==> config.mk <==
export PLATFORM = sky130hd
export DESIGN_NAME = input_conditioner
export DESIGN_NICKNAME = d
export VERILOG_FILES = /design/src/rtl/input_conditioner.sv
export SDC_FILE = /design/constraint.sdc
export NUM_CORES = 1
export LEC_CHECK = 0
export ABC_AREA = 1
export CORE_AREA = 2 2 166 168
export CTS_BUF_LIST = sky130_fd_sc_hd__clkbuf_16
export DETAILED_ROUTE_END_ITERATION = 8
export DIE_AREA = 0 0 168 170
export PLACE_DENSITY = 0.54
export SETUP_SLACK_MARGIN = 0.15
export SLEW_MARGIN = 20
export SYNTH_ARGS = -nofsm -noshare
export SYNTH_HDL_FRONTEND = slang
export SYNTH_SLANG_ARGS = --single-unit
export TNS_END_PERCENT = 100
==> constraint.sdc <==
create_clock -name CLK -period 9.8 [get_ports CLK]
set_input_delay 1.47 -clock CLK [delete_from_list [all_inputs] [get_ports CLK]]
set_output_delay 1.47 -clock CLK [all_outputs]
set_load 0.02 [all_outputs]
==> src/rtl/input_conditioner.sv <==
// Board input conditioner: 2-flop synchronizer, counter debouncer, rise/fall pulses
// and auto-repeat press pulses for masked inputs.
module input_conditioner #(
  parameter int unsigned     N_IN         = 6,
  parameter int unsigned     DEBOUNCE_CYC = 250000,
  parameter int unsigned     REPEAT_DLY   = 12500000,
  parameter int unsigned     REPEAT_RATE  = 2500000,
  parameter logic [N_IN-1:0] REPEAT_MASK  = N_IN'(6'b000011)
) (
  input  logic            CLK,
  input  logic            RST,
  input  logic [N_IN-1:0] D_raw,
  output logic [N_IN-1:0] D,
  output logic [N_IN-1:0] rise,
  output logic [N_IN-1:0] fall,
  output logic [N_IN-1:0] press
);

  localparam int unsigned DW      = $clog2(DEBOUNCE_CYC + 1);
  localparam int unsigned REP_MAX = (REPEAT_DLY > REPEAT_RATE) ? REPEAT_DLY : REPEAT_RATE;
  localparam int unsigned HW      = $clog2(REP_MAX + 1);

  localparam logic [DW-1:0] DB_LAST   = DW'(DEBOUNCE_CYC - 1);
  localparam logic [HW-1:0] DLY_LAST  = HW'(REPEAT_DLY - 1);
  localparam logic [HW-1:0] RATE_LAST = HW'(REPEAT_RATE - 1);

  typedef enum logic {
    PH_DLY,
    PH_RATE
  } phase_e;

  logic [N_IN-1:0] s1_q, s2_q;
  logic [N_IN-1:0] d_q, d_d;
  logic [N_IN-1:0] rise_q, rise_d;
  logic [N_IN-1:0] fall_q, fall_d;
  logic [N_IN-1:0] press_q, press_d;
  logic [DW-1:0]   db_q   [N_IN];
  logic [DW-1:0]   db_d   [N_IN];
  logic [HW-1:0]   hold_q [N_IN];
  logic [HW-1:0]   hold_d [N_IN];
  phase_e          phase_q[N_IN];
  phase_e          phase_d[N_IN];

  always_ff @(posedge CLK or posedge RST) begin
    if (RST) begin
      s1_q    <= '0;
      s2_q    <= '0;
      d_q     <= '0;
      rise_q  <= '0;
      fall_q  <= '0;
      press_q <= '0;
      for (int unsigned i = 0; i < N_IN; i++) begin
        db_q[i]    <= '0;
        hold_q[i]  <= '0;
        phase_q[i] <= PH_DLY;
      end
    end else begin
      s1_q    <= D_raw;
      s2_q    <= s1_q;
      d_q     <= d_d;
      rise_q  <= rise_d;
      fall_q  <= fall_d;
      press_q <= press_d;
      db_q    <= db_d;
      hold_q  <= hold_d;
      phase_q <= phase_d;
    end
  end

  always_comb begin
    d_d     = d_q;
    db_d    = db_q;
    hold_d  = hold_q;
    phase_d = phase_q;
    press_d = '0;

    for (int unsigned i = 0; i < N_IN; i++) begin
      if (s2_q[i] == d_q[i]) begin
        db_d[i] = '0;
      end else if (db_q[i] == DB_LAST) begin
        d_d[i]  = s2_q[i];
        db_d[i] = '0;
      end else begin
        db_d[i] = db_q[i] + 1'b1;
      end
    end

    rise_d = d_d & ~d_q;
    fall_d = ~d_d & d_q;

    // Repeat decisions use the new level so the fall cycle can never carry a press.
    for (int unsigned i = 0; i < N_IN; i++) begin
      if (!REPEAT_MASK[i]) begin
        press_d[i] = rise_d[i];
        hold_d[i]  = '0;
        phase_d[i] = PH_DLY;
      end else if (rise_d[i]) begin
        press_d[i] = 1'b1;
        hold_d[i]  = '0;
        phase_d[i] = PH_DLY;
      end else if (d_d[i]) begin
        unique case (phase_q[i])
          PH_DLY: begin
            if (hold_q[i] == DLY_LAST) begin
              press_d[i] = 1'b1;
              hold_d[i]  = '0;
              phase_d[i] = PH_RATE;
            end else begin
              hold_d[i] = hold_q[i] + 1'b1;
            end
          end
          PH_RATE: begin
            if (hold_q[i] == RATE_LAST) begin
              press_d[i] = 1'b1;
              hold_d[i]  = '0;
            end else begin
              hold_d[i] = hold_q[i] + 1'b1;
            end
          end
          default: begin
            hold_d[i]  = '0;
            phase_d[i] = PH_DLY;
          end
        endcase
      end else begin
        hold_d[i]  = '0;
        phase_d[i] = PH_DLY;
      end
    end
  end

  assign D     = d_q;
  assign rise  = rise_q;
  assign fall  = fall_q;
  assign press = press_q;

endmodule

Yosys cells after proc, flatten, opt, wreduce, memory -nomap -nowiden --
Cells that the tools add are included. Widths: inputs -> output; s select.
Word-level totals: input bits 8, logic and storage cells 96, bits in registers 194, output and inout bits 24
Operators by class: add/sub/neg operators 8, equality and inequality tests 16, bitwise logic cells 6, multiplexer cells 50
Operator list (count):
- $mux 18 | 12
- $mux 24 | 8
- $add 18x1->18 const B | 6
- $eq 18x18->1 const B | 6
- $pmux 24 s2 | 2
- $add 24x1->24 const B | 2
- $eq 24x22->1 const B | 2
- $eq 24x24->1 const B | 2
- $mux 1 | 26
- $and 6x6->6 | 2
- $not 6->6 | 2
- $eq 1x1->1 | 6
- $pmux 1 s2 | 2
- $not 1->1 | 2

Logic depth before layout (Yosys ltp) --
word-level depth 5, gate-level depth with buffers 11, gate-level depth less buffers 10

Worst setup path after synthesis --
No wires, ideal clock.
path kind reg2out, from register, netlist name press[2], to output port rise[2], required time 8.330 ns, cell stages (with the launch flop) 2, setup slack 7.717 ns, arrival time 0.613 ns, path buffers 1, cells stage by stage dfrtp_1 > buf_4
RTL lines:
- end: declaration | RTL line 14 | output logic [N_IN-1:0] rise,

Worst setup path after layout --
from register d_q[0], in the netlist D[0], to output port D[0]
RTL lines:
- start: declaration | RTL line 33 | logic [N_IN-1:0] d_q, d_d;
- start signal: assignment | RTL line 48 | d_q <= '0;
- start signal: assignment | RTL line 60 | d_q <= d_d;
- end: declaration | RTL line 13 | output logic [N_IN-1:0] D,
No word-level cell between the ends.

==> run summary <==
RSZ-0062 raised after global routing: no
Slew @ Worst Pin: 0.872 ns
count leader, synth: nor2_1
Seq/Total Area, Yosys: 47.5%
number of diodes: 0
TritonCTS clock tree: done
worst hold path type: reg -> reg
Max Fanout on Critical Path: 6
Vias/cell: 4.66
clock root buffer: clkbuf_16
Max stage delay cell, worst path: clkdlybuf4s50_1
setup violators final: 0
Final min period: 3.02 ns
area grow syn2layout: 13.1%
IO Count: 32
Placer Congestion: 0.857
htree depth: 4
data arrival time of the critical path: 1.55 ns
required time of the critical path: 8.33 ns
Slew Viols, Final: 0
post-synth cell types: 37
Cell Pwr Density: 140 nW/um^2
global-route wire length before repair: 35.3 mm
hold_buf cts: 0
Slew HR: 41.9%
Synth Area in Adders: 1.00%
die width: 168 um
post-synthesis xor/xnor area fraction: 6.04%
Post-synth ARST share: 100%
# port buffers: 31
core area: 26700 um^2
Die Y: 170 um
routed len/inst: 11.7 um
Tot GR Track Use: 14.9%
post-CTS sizing: 0
fmax: 331 MHz
dpl ws: 6.17 ns
Final Hold Fails: 0
vias in the first global route: 7773
Reg clk slew, reported paths: 0.07 ns
initial core utilization: 37.5%
antenna violations before repair: 0
Clock Latency Late Sink: 0.44 ns
Mapped Avg Cell Area: 7.75 um^2
Gate Count Post-Synth: 1291
final HPWL from detailed placement: 14.1 mm
# clock sinks: 190
filler instances: 2641
WP buf/inv: 1
Post-Synth Simple-Gate Area: 34.6%
status: finished, final reports clean
largest family of logic cells by synthesized area: simple AND/OR/NAND/NOR gates
total gr overflow: 0
Max VDD drop: 0.0000961 V
crit-path max cell delay: 0.65 ns
CP cell instances: clkdlybuf4s50_1
syn_nets: 1307
EDFF count, synth: 0
Die Area: 28600 um^2
post-synthesis mux area share: 0%
pin count of the biggest net entering global routing: 121
critical path type: reg -> out
Layout Nets: 1347
CTS buffer count: 17
Synth top cells by count: nor2_1 (298), nand2_1 (250), dfrtp_1 (190)
TritonRoute pass-1 iters: 5
leading area contributor after synthesis: dfrtp_1
Post-route DRC: 0
ys flop type: dfrtp_1
Post-CTS Setup Inserts: 0
worst setup margin: 6.78 ns
skew final: 0.0191 ns
post-synthesis register bit count: 190
CP Launch Type: flop
Setup crit end kind: output pin
Vias: 7855
top cells by area, synth: dfrtp_1 (48%), nor2_1 (11%), nand2_1 (9.4%)
number of placement rows: 60
drt total wl: 19.7 mm
share of layout cells above drive strength 1: 6.47%
post-synth top area share: 47.5%
Top Family by Delay on Critical Path: buffers and inverters
CTS max path bufs: 2
Leak Pwr: 4.90 nW
complex-gate fraction of the synthesized area: 3.14%
Initial DRC Count: 505
Power, Total: 1.58 mW
final worst-path cycle share: 30.8%
Ys Warns: 0
final core utilization: 42.5%
mapped cell area: 10000 um^2
max_cap viols: 0
antenna viol nets, final: 0
setup TNS: 0 ns
logic make-up (layout without fill, tap and decap cells):
logic type | after synthesis | in the layout
and+or+nand+nor | 778 | 778
buffers and inverters | 192 | 245
DFF | 190 | 190
xor gates and xnor gates | 69 | 69
AOI/OAI and AO/OA | 54 | 54
adders and majority gates | 8 | 8
final timing paths:
kind | startpoint | end | slack, ns | depth (start not counted)
worst max-delay path | D[0] | D[0] | 6.78 | 1
worst min-delay path | s1_q[4] | s2_q[4] | 0.35 | 0
worst max register to register | hold_q[96] | hold_q[104] | 7.95 | 8
worst min register to register | s1_q[4] | s2_q[4] | 0.35 | 0
max in group asynchronous | RST | db_q[64] | 6.80 | 3
min in group asynchronous | RST | db_q[88] | 1.55 | 2
stage by stage:
stage               hold slack (ns)  cell area, um^2  instances
detailed placement            0.335            10700       1653
CTS                           0.353            11300       1685
floorplan                     0.331            10000       1291
global route                  0.366            11300       1685
global placement              0.333            10700       1653
finish                        0.350            11300       1685
where the power goes:
part,total (mW),internal (mW),switching (mW),leakage (nW)
sequential,0.799,0.792,0.00674,2.61
clock,0.740,0.396,0.344,0.311
combinational,0.0418,0.0109,0.0309,1.98
area by class of cell:
| cell class | instances | area [um^2] | share of cell area (%) |
|---|---|---|---|
| repair buffers | 32 | 318 | 2.81 |
| well taps | 341 | 427 | 3.77 |
| clock buffers | 17 | 425 | 3.76 |
| flip-flops and latches | 190 | 4750 | 42.0 |
| clock inverters | 15 | 225 | 1.99 |
| inverters | 181 | 687 | 6.07 |
| multi-input cells | 909 | 4480 | 39.6 |
sequential cells by signal, indices dropped and copies added, names as in the netlist:
register and count:
fall 6, rise 2, press 6, hold_q 48, db_q 108, s2_q 6
s1_q 6, D 6, phase_q 2
placed cells by master, fill, tap and decap left out, types with 17 or more instances in the layout:
master,instances
inv_1,179
dfrtp_1,190
xor2_1,46
nor3_1,62
nand4_1,24
nor2_1,298
clkdlybuf4s50_1,31
clkbuf_16,17
nand2_1,250
a21oi_1,26
xnor2_1,23
nand3_1,80
layer usage:
| metal | global-route usage [%] | wire [um] | vias to the layer above |
|---|---|---|---|
| met5 | 0 | 0 | - |
| met4 | 4.31 | 212 | 0 |
| met3 | 2.49 | 419 | 14 |
| met2 | 24.7 | 9020 | 80 |
| met1 | 20.1 | 10100 | 3650 |
| li1 | - | - | 4111 |
No activity file was read; power rests on OpenSTA's default activity.
